--- src/rtl/mem_port_arbiter.sv ---
// ============================================================================
// mem_port_arbiter
// ----------------------------------------------------------------------------
// Shares the CPU's single unified memory port between the instruction-fetch
// requester and the load/store (data) requester. Only one transaction is
// outstanding at a time. A winner's request fields are latched into the
// registered o_mem_* outputs and held stable until the memory accepts them.
// Read data is registered and returned to whichever requester owns the
// transaction.
//
// Configuration macro: ARB_ROUND_ROBIN_EN
//   defined     -> round-robin arbitration. On simultaneous requests, the
//                  requester that was not granted last wins. There is no
//                  starvation counter in this mode.
//   not defined -> fixed priority. Data wins over fetch. After STARVE_MAX
//                  consecutive data grants while fetch waits, fetch wins
//                  the next arbitration.
//
// Parameters
//   ADDR_W      address width
//   DATA_W      data width. Byte enables are DATA_W/8 wide.
//   STARVE_MAX  data grants allowed while fetch waits (1..15). Used only in
//               fixed-priority mode.
//
// Ports
//   i_clk, i_reset                   clock, synchronous active-high reset
//   i_if_req / i_if_addr             fetch read request (held until o_if_gnt)
//   o_if_gnt                         fetch request accepted by memory
//   o_if_rvalid / o_if_rdata         one-cycle fetch read-data pulse
//   i_d_req / i_d_we / i_d_addr /
//   i_d_wdata / i_d_be               data request (held until o_d_gnt)
//   o_d_gnt                          data request accepted by memory
//   o_d_rvalid / o_d_rdata           one-cycle load read-data pulse
//   o_mem_req / o_mem_we / o_mem_addr /
//   o_mem_wdata / o_mem_be           registered memory-side request
//   i_mem_ready                      memory accepts the request this cycle
//   i_mem_rvalid / i_mem_rdata       memory read response
// ============================================================================
module mem_port_arbiter #(
    parameter int ADDR_W     = 32,
    parameter int DATA_W     = 32,
    parameter int STARVE_MAX = 4
) (
    input  logic                  i_clk,
    input  logic                  i_reset,

    // Fetch requester
    input  logic                  i_if_req,
    input  logic [ADDR_W-1:0]     i_if_addr,
    output logic                  o_if_gnt,
    output logic                  o_if_rvalid,
    output logic [DATA_W-1:0]     o_if_rdata,

    // Data (load/store) requester
    input  logic                  i_d_req,
    input  logic                  i_d_we,
    input  logic [ADDR_W-1:0]     i_d_addr,
    input  logic [DATA_W-1:0]     i_d_wdata,
    input  logic [DATA_W/8-1:0]   i_d_be,
    output logic                  o_d_gnt,
    output logic                  o_d_rvalid,
    output logic [DATA_W-1:0]     o_d_rdata,

    // Memory side
    output logic                  o_mem_req,
    output logic                  o_mem_we,
    output logic [ADDR_W-1:0]     o_mem_addr,
    output logic [DATA_W-1:0]     o_mem_wdata,
    output logic [DATA_W/8-1:0]   o_mem_be,
    input  logic                  i_mem_ready,
    input  logic                  i_mem_rvalid,
    input  logic [DATA_W-1:0]     i_mem_rdata
);

    localparam int BE_W = DATA_W / 8;

    typedef enum logic [1:0] {
        ST_IDLE     = 2'd0,
        ST_ISSUE    = 2'd1,
        ST_WAIT_RSP = 2'd2
    } state_e;

    // The data requester is encoded as 0 so that the owner resets to data.
    typedef enum logic {
        OWN_DATA  = 1'b0,
        OWN_FETCH = 1'b1
    } owner_e;

    // ------------------------------------------------------------------------
    // State and registered outputs
    // ------------------------------------------------------------------------
    state_e              state_q;
    owner_e              owner_q;

    logic                mem_req_q;
    logic                mem_we_q;
    logic [ADDR_W-1:0]   mem_addr_q;
    logic [DATA_W-1:0]   mem_wdata_q;
    logic [BE_W-1:0]     mem_be_q;

    logic                if_rvalid_q;
    logic [DATA_W-1:0]   if_rdata_q;
    logic                d_rvalid_q;
    logic [DATA_W-1:0]   d_rdata_q;

    // Memory accepted the request that is on the port this cycle.
    logic                accept;
    // Arbitration result. It is only used in IDLE when at least one request is up.
    logic                pick_fetch;

    assign accept = (state_q == ST_ISSUE) && i_mem_ready;

    // ------------------------------------------------------------------------
    // Arbitration policy
    // ------------------------------------------------------------------------
`ifdef ARB_ROUND_ROBIN_EN

    // Requester that received the most recent grant. It resets to fetch so
    // that data wins the first contested arbitration.
    owner_e last_q;

    // NOTE: every signal assigned in always_comb gets a default at the top.
    // If any path leaves it unassigned, a latch is inferred.
    always_comb begin
        pick_fetch = i_if_req;
        if (i_if_req && i_d_req) begin
            pick_fetch = (last_q == OWN_DATA);
        end
    end

    // NOTE: sequential state uses non-blocking assignments only. Then every
    // always_ff block sees the pre-edge values, whatever the evaluation order.
    always_ff @(posedge i_clk) begin
        if (i_reset) begin
            last_q <= OWN_FETCH;
        end else if (accept) begin
            last_q <= owner_q;
        end
    end

`else

    localparam logic [3:0] STARVE_LIM = 4'(STARVE_MAX);

    // Counts data grants that happened while fetch was waiting.
    logic [3:0] starve_cnt_q;

    // NOTE: every signal assigned in always_comb gets a default at the top.
    // If any path leaves it unassigned, a latch is inferred.
    always_comb begin
        pick_fetch = 1'b0;
        if (i_if_req) begin
            pick_fetch = !i_d_req || (starve_cnt_q == STARVE_LIM);
        end
    end

    // The counter saturates at the limit. Fetch can start requesting while a
    // data request is already in ISSUE. If the counter stepped past the limit
    // in that case, the equality test would never match again.
    // NOTE: sequential state uses non-blocking assignments only. Then every
    // always_ff block sees the pre-edge values, whatever the evaluation order.
    always_ff @(posedge i_clk) begin
        if (i_reset) begin
            starve_cnt_q <= 4'd0;
        end else if (accept) begin
            if (owner_q == OWN_FETCH) begin
                starve_cnt_q <= 4'd0;
            end else if (i_if_req && (starve_cnt_q < STARVE_LIM)) begin
                starve_cnt_q <= starve_cnt_q + 4'd1;
            end
        end
    end

`endif

    // ------------------------------------------------------------------------
    // Transaction FSM with registered memory-side and read-data outputs
    // ------------------------------------------------------------------------
    always_ff @(posedge i_clk) begin
        if (i_reset) begin
            // Reset also aborts an in-flight transaction. A response that
            // arrives afterwards lands in IDLE and is ignored.
            state_q     <= ST_IDLE;
            owner_q     <= OWN_DATA;
            mem_req_q   <= 1'b0;
            mem_we_q    <= 1'b0;
            mem_addr_q  <= '0;
            mem_wdata_q <= '0;
            mem_be_q    <= '0;
            if_rvalid_q <= 1'b0;
            if_rdata_q  <= '0;
            d_rvalid_q  <= 1'b0;
            d_rdata_q   <= '0;
        end else begin
            // rvalid outputs are single-cycle pulses. rdata holds its value.
            if_rvalid_q <= 1'b0;
            d_rvalid_q  <= 1'b0;

            case (state_q)
                ST_IDLE: begin
                    if (i_if_req || i_d_req) begin
                        mem_req_q <= 1'b1;
                        state_q   <= ST_ISSUE;
                        if (pick_fetch) begin
                            // Fetches are always full-word reads.
                            owner_q     <= OWN_FETCH;
                            mem_we_q    <= 1'b0;
                            mem_addr_q  <= i_if_addr;
                            mem_wdata_q <= '0;
                            mem_be_q    <= '1;
                        end else begin
                            owner_q     <= OWN_DATA;
                            mem_we_q    <= i_d_we;
                            mem_addr_q  <= i_d_addr;
                            mem_wdata_q <= i_d_wdata;
                            mem_be_q    <= i_d_be;
                        end
                    end
                end

                ST_ISSUE: begin
                    // Fields stay frozen until the memory takes them.
                    if (i_mem_ready) begin
                        mem_req_q <= 1'b0;
                        state_q   <= mem_we_q ? ST_IDLE : ST_WAIT_RSP;
                    end
                end

                ST_WAIT_RSP: begin
                    if (i_mem_rvalid) begin
                        if (owner_q == OWN_FETCH) begin
                            if_rdata_q  <= i_mem_rdata;
                            if_rvalid_q <= 1'b1;
                        end else begin
                            d_rdata_q   <= i_mem_rdata;
                            d_rvalid_q  <= 1'b1;
                        end
                        state_q <= ST_IDLE;
                    end
                end

                default: begin
                    state_q   <= ST_IDLE;
                    mem_req_q <= 1'b0;
                end
            endcase
        end
    end

    // ------------------------------------------------------------------------
    // Outputs
    // ------------------------------------------------------------------------
    // Grants are combinational. Each one pulses in the cycle that the memory
    // accepts the owner's request.
    assign o_if_gnt    = accept && (owner_q == OWN_FETCH);
    assign o_d_gnt     = accept && (owner_q == OWN_DATA);

    assign o_if_rvalid = if_rvalid_q;
    assign o_if_rdata  = if_rdata_q;
    assign o_d_rvalid  = d_rvalid_q;
    assign o_d_rdata   = d_rdata_q;

    assign o_mem_req   = mem_req_q;
    assign o_mem_we    = mem_we_q;
    assign o_mem_addr  = mem_addr_q;
    assign o_mem_wdata = mem_wdata_q;
    assign o_mem_be    = mem_be_q;

endmodule
--- config.mk ---
export PLATFORM = sky130hd
export DESIGN_NAME = mem_port_arbiter
export DESIGN_NICKNAME = d
export VERILOG_FILES = /design/src/rtl/mem_port_arbiter.sv
export SDC_FILE = /design/constraint.sdc
export NUM_CORES = 1
export LEC_CHECK = 0
export ABC_AREA = 1
export CAP_MARGIN = 0
export CORE_AREA = 2 2 107 109
export DETAILED_ROUTE_END_ITERATION = 8
export DIE_AREA = 0 0 109 111
export DONT_BUFFER_PORTS = 1
export PLACE_DENSITY = 0.67
export SLEW_MARGIN = 20
export SYNTH_ARGS = -nofsm -noshare
export SYNTH_HDL_FRONTEND = slang
export SYNTH_SLANG_ARGS = --single-unit
--- constraint.sdc ---
create_clock -name i_clk -period 1.45 [get_ports i_clk]
set_clock_uncertainty 0.05 [all_clocks]
set_input_delay 0.2175 -clock i_clk [delete_from_list [all_inputs] [get_ports i_clk]]
set_output_delay 0.2175 -clock i_clk [all_outputs]
set_load 0.01 [all_outputs]
==> metrics, run 1 <==
failing checks negative hold slack, negative setup slack; clock root buffer clkbuf_16; Syn. warnings 0; First-pass DRT Iterations 6; Core Rows 39; IO buf count 0; Hold WC Path Type in -> reg; Clk pin slew, worst setup/hold paths 0.06 ns; TritonCTS clock tree built; via count 5624; Initial Util 52.3%; Cell variety after synth 22; clock sinks 143; Worst Path Max Fanout 16; first-pass GRT wire length between 20 and 25 mm; Placer Congestion 0.881; critical path startpoint starve_cnt_q[1]; hold_buf cts 37; CORE AREA 0.0111 mm²; GR Overflow Total 0; pin count of the biggest net entering global routing 74; routed len/inst ~19 µm; VDD IR max 0.836 mV; area delta synth->final 31.5%; share of the synthesized area in the top cell type just under 50%; Pleak between 3 and 4 nW; Antenna Cells 0; internal power around 7.9 mW; dpl cells 900; largest area contributor in the netlist dfxtp_1; Die ar. approximately 0.012 mm²; Synth Register Bits about 140; die width ~110 µm; run status finished with violations; crit path time final 1.51 ns; Max-Cap Viols 0; Final Non-Filler Cells 987; share of cells above drive strength 1 about 16%; Cells after Synth roughly 790; Skew-Pair Late Insertion Delay roughly 0.42 ns; Sw Share 26.2%; final setup fails 25; sw power approximately 2.8 mW; fillers between 800 and 900; DRC 0; register area share after synthesis ~49%; DRT iter0 DRCs 472; PnR worst setup slack -0.0615 ns; FMAX about 660 MHz; endpoints failing hold just over 70; clock share of power 43.4%; Clock Path Buffers 2; RSZ-0062 raised after global routing true; Die Y 111 µm; slew margin rel. 74.6%; Tcrit/Tclk final 104%; total CTS buffers 17; hold slack -0.192 ns; syn nets between 900 and 1000; register share of total power a little over two fifths; Crit Path Class reg -> reg; GR Util All Layers around a quarter; HP Start i_reset; Worst Setup Start Kind register; Detailed Route WL around 18 mm; dpl hpwl approximately 10 mm; area of the mapped netlist a little under 0.006 mm²; nets 973; vias in the first global route 5177; # IOs approximately 280; PwrDens roughly 1400 mW/mm²; Critical Path RT 1.72 ns; H-tree levels 4; initial antenna violation count 0; Synth area leaders dfxtp_1 49%, nor2_1 13%, nand2_1 7.1%; Final ANT Viol Nets 0; Util after Layout approximately 69%; Synth Area per Inst ~7.3 µm²; Via density 5.70; Worst Tran Pin Value 0.380 ns; start of the worst register-to-register path starve_cnt_q[1]; final max-slew violation count 0; Gate power share approximately 14%; Worst Setup End Kind register; WP data arrival roughly 1.8 ns
final cells by class:
class / instances / area, µm² / share of cell area [%]
sequential: 143 / 2870 / 37.7
multi-input combinational: 540 / 2650 / 34.8
timing repair buffer: 79 / 1080 / 14.2
clock buffer: 21 / 470 / 6.18
inverter: 51 / 196 / 2.58
tap: 143 / 179 / 2.35
clock inverter: 10 / 159 / 2.09
worst max-delay path, cell delays in order, from the launching register on:
cell and delay (ns):
dfxtp_2 0.34, inv_2 0.05, ha_4 0.15, nand2_2 0.08, inv_2 0.06, nand2_8 0.15, nand2_8 0.09, clkbuf_16 0.19
nand2_1 0.08, nand3_1 0.07, nand2_1 0.07, inv_1 0.04
cell usage after synthesis:
cell	n
buf_2	18
o21ai_0	68
inv_2	5
o21a_1	1
nor2_1	207
nand2_1	110
dfxtp_1	143
nand3_1	68
nor2_2	1
inv_1	46
buf_1	2
nand3_2	2
nand3b_1	1
clkbuf_1	21
nand4_1	33
buf_4	5
o21ai_1	3
a21oi_1	42
ha_1	2
nor2_4	1
nor3_1	1
buf_6	12
metrics by stage:
step	setup slack [ns]	instance area [µm²]	power [mW]	TNS [ns]
floorplan	0.0406	5790	5.42	0
global placement	-0.0184	5930	5.60	-0.156
detailed placement	-0.0592	5930	5.64	-1.35
CTS	-0.00941	6970	10.4	-0.0114
global route	-0.100	7610	11.1	-3.23
finish	-0.0615	7610	10.7	-0.507
cell families after synthesis:
group	Yosys count	share of synthesized area [%]
AO/OA/AOI/OAI	114	9.90
adder cells (fa/ha/maj)	2	0.432
buffers and inverters	109	9.34
flip-flops	143	49.5
AND/OR/NAND/NOR	424	30.9
flip-flops by register name, summed over array words and instances (netlist names):
signal / cells
o_mem_req: 1
starve_cnt_q: 4
o_d_rvalid: 1
o_d_rdata: 32
o_mem_be: 4
o_mem_addr: 32
o_if_rvalid: 1
state_q: 2
o_if_rdata: 32
o_mem_wdata: 32
o_mem_we: 1
owner_q: 1
cell usage in the layout, fill, tap and decap left out, drive strengths merged:
cell type / synthesis / final
clkbuf: 21 / 34
nand3b: 1 / 1
o21ai: 71 / 71
nand3: 70 / 70
dfxtp: 143 / 143
clkinvlp: 0 / 2
a21oi: 42 / 42
bufinv: 0 / 4
inv: 51 / 52
nor3: 1 / 1
buf: 37 / 29
nor2: 209 / 209
nand4: 33 / 33
dlygate4sd3: 0 / 37
ha: 2 / 2
nand2: 110 / 110
clkinv: 0 / 3
o21a: 1 / 1
layer usage:
layer | wire length, µm | vias up | GRT usage [%]
met5 | 0 | - | 0
met4 | 701 | 0 | 13.3
met3 | 1750 | 70 | 10.4
met2 | 9120 | 323 | 43.9
met1 | 6770 | 2600 | 28.1
li1 | - | 2631 | -
final timing paths:
kind              slack (ns)         endpoint  cells after the start
hold reg to reg         0.45  starve_cnt_q[3]                      2
setup reg to reg       -0.06    o_mem_addr[7]                     11
setup / recovery       -0.06    o_mem_addr[7]                     11
hold / removal         -0.19  o_mem_wdata[15]                      1
repair_timing:
item,4_1_cts,5_1_grt
endpoints found under the setup margin,34,85
endpoints found under the hold margin,140,72
pin swaps,0,17
resized for setup,10,69
setup buffers,0,4
cloned,0,15
power groups by stage:
| stage | clock network [mW] | logic, mW | registers, mW |
|---|---|---|---|
| after CTS | 4.69 | 1.13 | 4.54 |
| after floorplan | 0 | 0.873 | 4.54 |
| after detailed placement | 0 | 1.02 | 4.62 |
| after global routing | 4.87 | 1.66 | 4.57 |
| final | 4.64 | 1.51 | 4.55 |
| after global placement | 0 | 0.982 | 4.61 |
Note: power is estimated with default switching activity, not from simulation.
==> inputs of run 2 (changes only) <==
==> constraint.sdc (replaced) <==
create_clock -name i_clk -period 1.45 [get_ports i_clk]
set_clock_uncertainty 0.05 [all_clocks]
set_input_delay 0.0725 -clock i_clk [delete_from_list [all_inputs] [get_ports i_clk]]
set_output_delay 0.0725 -clock i_clk [all_outputs]
set_load 0.01 [all_outputs]
==> metrics, run 2 (synthesis gave the netlist of run 1 again) <==
VDD IR max 0.796 mV (was 0.836 mV); GR Overflow Total 0 (unchanged); Antenna Cells 0 (unchanged); CORE AREA 0.0111 mm² (unchanged); Worst Setup Start Kind register (unchanged); # IOs 277 (unchanged); initial antenna violation count 0 (unchanged); endpoints failing hold 72 (unchanged); Cell Chain, Critical Path inv_2 > ha_4 > nand2_2 > inv_2 > nand2_8 > nand2_8 > clkbuf_16 > nand2_4 > nand3_2 > nand2_1 > inv_1 (was inv_2 > ha_4 > nand2_2 > inv_2 > nand2_8 > nand2_8 > clkbuf_16 > nand2_1 > nand3_1 > nand2_1 > inv_1); dpl cells 900 (unchanged); Clk pin slew, worst setup/hold paths 0.06 ns (about the same); most common cell after layout, fill and taps aside nor2_1 (unchanged); most frequent cells in the layout 203 x nor2_1, 139 x dfxtp_1, 81 x nand2_1 (was 204 x nor2_1, 138 x dfxtp_1, 89 x nand2_1); Critical Path RT 1.71 ns (was 1.72 ns); total power 10.2 mW (was 10.7 mW); nets 968 (was 973); Util after Layout 67.3% (was 68.7%); PwrDens 1360 mW/mm² (was 1410 mW/mm²); failing checks negative hold slack (was negative hold slack, negative setup slack); CP endpoint o_mem_addr[25] (was o_mem_addr[7]); critical path startpoint starve_cnt_q[0] (was starve_cnt_q[1]); Worst Setup End Kind register (unchanged); DRT iter0 DRCs 462 (was 472); TritonCTS clock tree built (unchanged); Worst Path Max Fanout 8 (was 16); run status finished with violations (unchanged); Via density 5.55 (was 5.70); vias in the first global route 5007 (was 5177); Die ar. 0.0121 mm² (unchanged); routed len/inst 17.2 µm (was 18.6 µm); WP depth 11 (unchanged); Clock Path Buffers 2 (unchanged); WP data arrival 1.71 ns (was 1.78 ns); start of the worst register-to-register path starve_cnt_q[0] (was starve_cnt_q[1]); DRC 0 (unchanged); crit path time final 1.44 ns (was 1.51 ns); GR Util All Layers 24.9% (was 26.2%); clock sinks 143 (unchanged); worst reg2reg path endpoint o_mem_addr[25] (was o_mem_addr[7]); total CTS buffers 17 (unchanged); CP peak stage delay 0.33 ns (was 0.34 ns); Final Non-Filler Cells 983 (was 987); fillers 880 (was 869); Hold WC Path Type in -> reg (unchanged); First-pass DRT Iterations 5 (was 6); Crit Path Class reg -> reg (unchanged); via count 5455 (was 5624); die width 109 µm (unchanged); r2r setup slk 0.007 ns (was -0.06 ns); Detailed Route WL 16.9 mm (was 18.3 mm); Initial Util 52.3% (unchanged); critical path's top delay family simple AND/OR/NAND/NOR gates (unchanged); Tcrit/Tclk final 99.5% (was 104%); Core Rows 39 (unchanged); Die Y 111 µm (unchanged); critical path's slowest cell dfxtp_2 (unchanged); area delta synth->final 28.8% (was 31.5%); Placer Congestion 0.870 (was 0.881); Worst Tran Pin Value 0.363 ns (was 0.380 ns); final setup fails 0 (was 25); clock root buffer clkbuf_16 (unchanged); Setup TNS Final 0 ns (was -0.507 ns); share of cells above drive strength 1 16.5% (was 15.8%); Bufs and invs on worst path 4 (unchanged); final max-slew violation count 0 (unchanged); dpl hpwl 10.1 mm (was 10.5 mm); first-pass GRT wire length 24.0 mm (was 24.8 mm); Pleak 3.23 nW (was 3.31 nW); slew margin rel. 75.8% (was 74.6%); cell count of the worst reg-to-reg path 11 (unchanged); HP Start i_reset (unchanged); H-tree levels 4 (unchanged); Final ANT Viol Nets 0 (unchanged); FMAX 693 MHz (was 662 MHz); IO buf count 0 (unchanged); Skew-Pair Late Insertion Delay 0.41 ns (was 0.42 ns); RSZ-0062 raised after global routing true (unchanged); Max-Cap Viols 0 (unchanged); pin count of the biggest net entering global routing 74 (unchanged); hold slack -0.320 ns (was -0.192 ns)
run 2: area by class of cell:
class | count | area (µm²) | area share, %
inverters | 51 | 194 | 2.60
well taps | 143 | 179 | 2.40
clock inverters | 9 | 108 | 1.44
flip-flops and latches | 143 | 2870 | 38.5
clock buffers | 23 | 468 | 6.28
multi-input cells | 540 | 2710 | 36.4
repair buffers | 74 | 925 | 12.4
run 2: how the worst min path moves through the flow:
stage	to	slack, ns	cells past startpoint
after detailed placement	o_mem_wdata[11]	0.10	1
after global placement	o_mem_wdata[2]	0.1	1
after floorplan	o_mem_be[3]	0.15	2
final	o_mem_wdata[2]	-0.32	1
after CTS	o_mem_wdata[12]	-0.34	1
after global routing	state_q[0]	-0.35	1
run 2: per-layer routing:
metal	up-vias	track usage [%]	part of all wire (%)	routed length [µm]
met5	-	0	0	0
met4	0	11.1	2.8	478
met3	42	9.23	9.7	1650
met2	271	42.0	49	8330
met1	2524	27.5	38	6470
li1	2618	-	-	-
run 2: repair_timing:
action / CTS / global route
endpoints found under the hold margin: 142 / 73
pin swaps: 0 / 27
gates cloned: 0 / 9
hold buffers: 38 / 2
buffers inserted: 0 / 2
endpoints found under the setup margin: 40 / 83
resized for setup: 4 / 91
run 2: stage by stage:
stage | area, µm² | setup slack (ns)
after floorplan | 5790 | 0.0406
after global placement | 5900 | -0.0790
after detailed placement | 5900 | -0.0814
after CTS | 6870 | -0.0204
after global routing | 7450 | -0.0692
final | 7450 | 0.00681
run 2: power breakdown:
| part | switching, mW | leakage (nW) | internal, mW |
|---|---|---|---|
| combinational | 0.782 | 1.79 | 0.622 |
| clock | 1.60 | 0.278 | 2.62 |
| sequential | 0.335 | 1.17 | 4.21 |
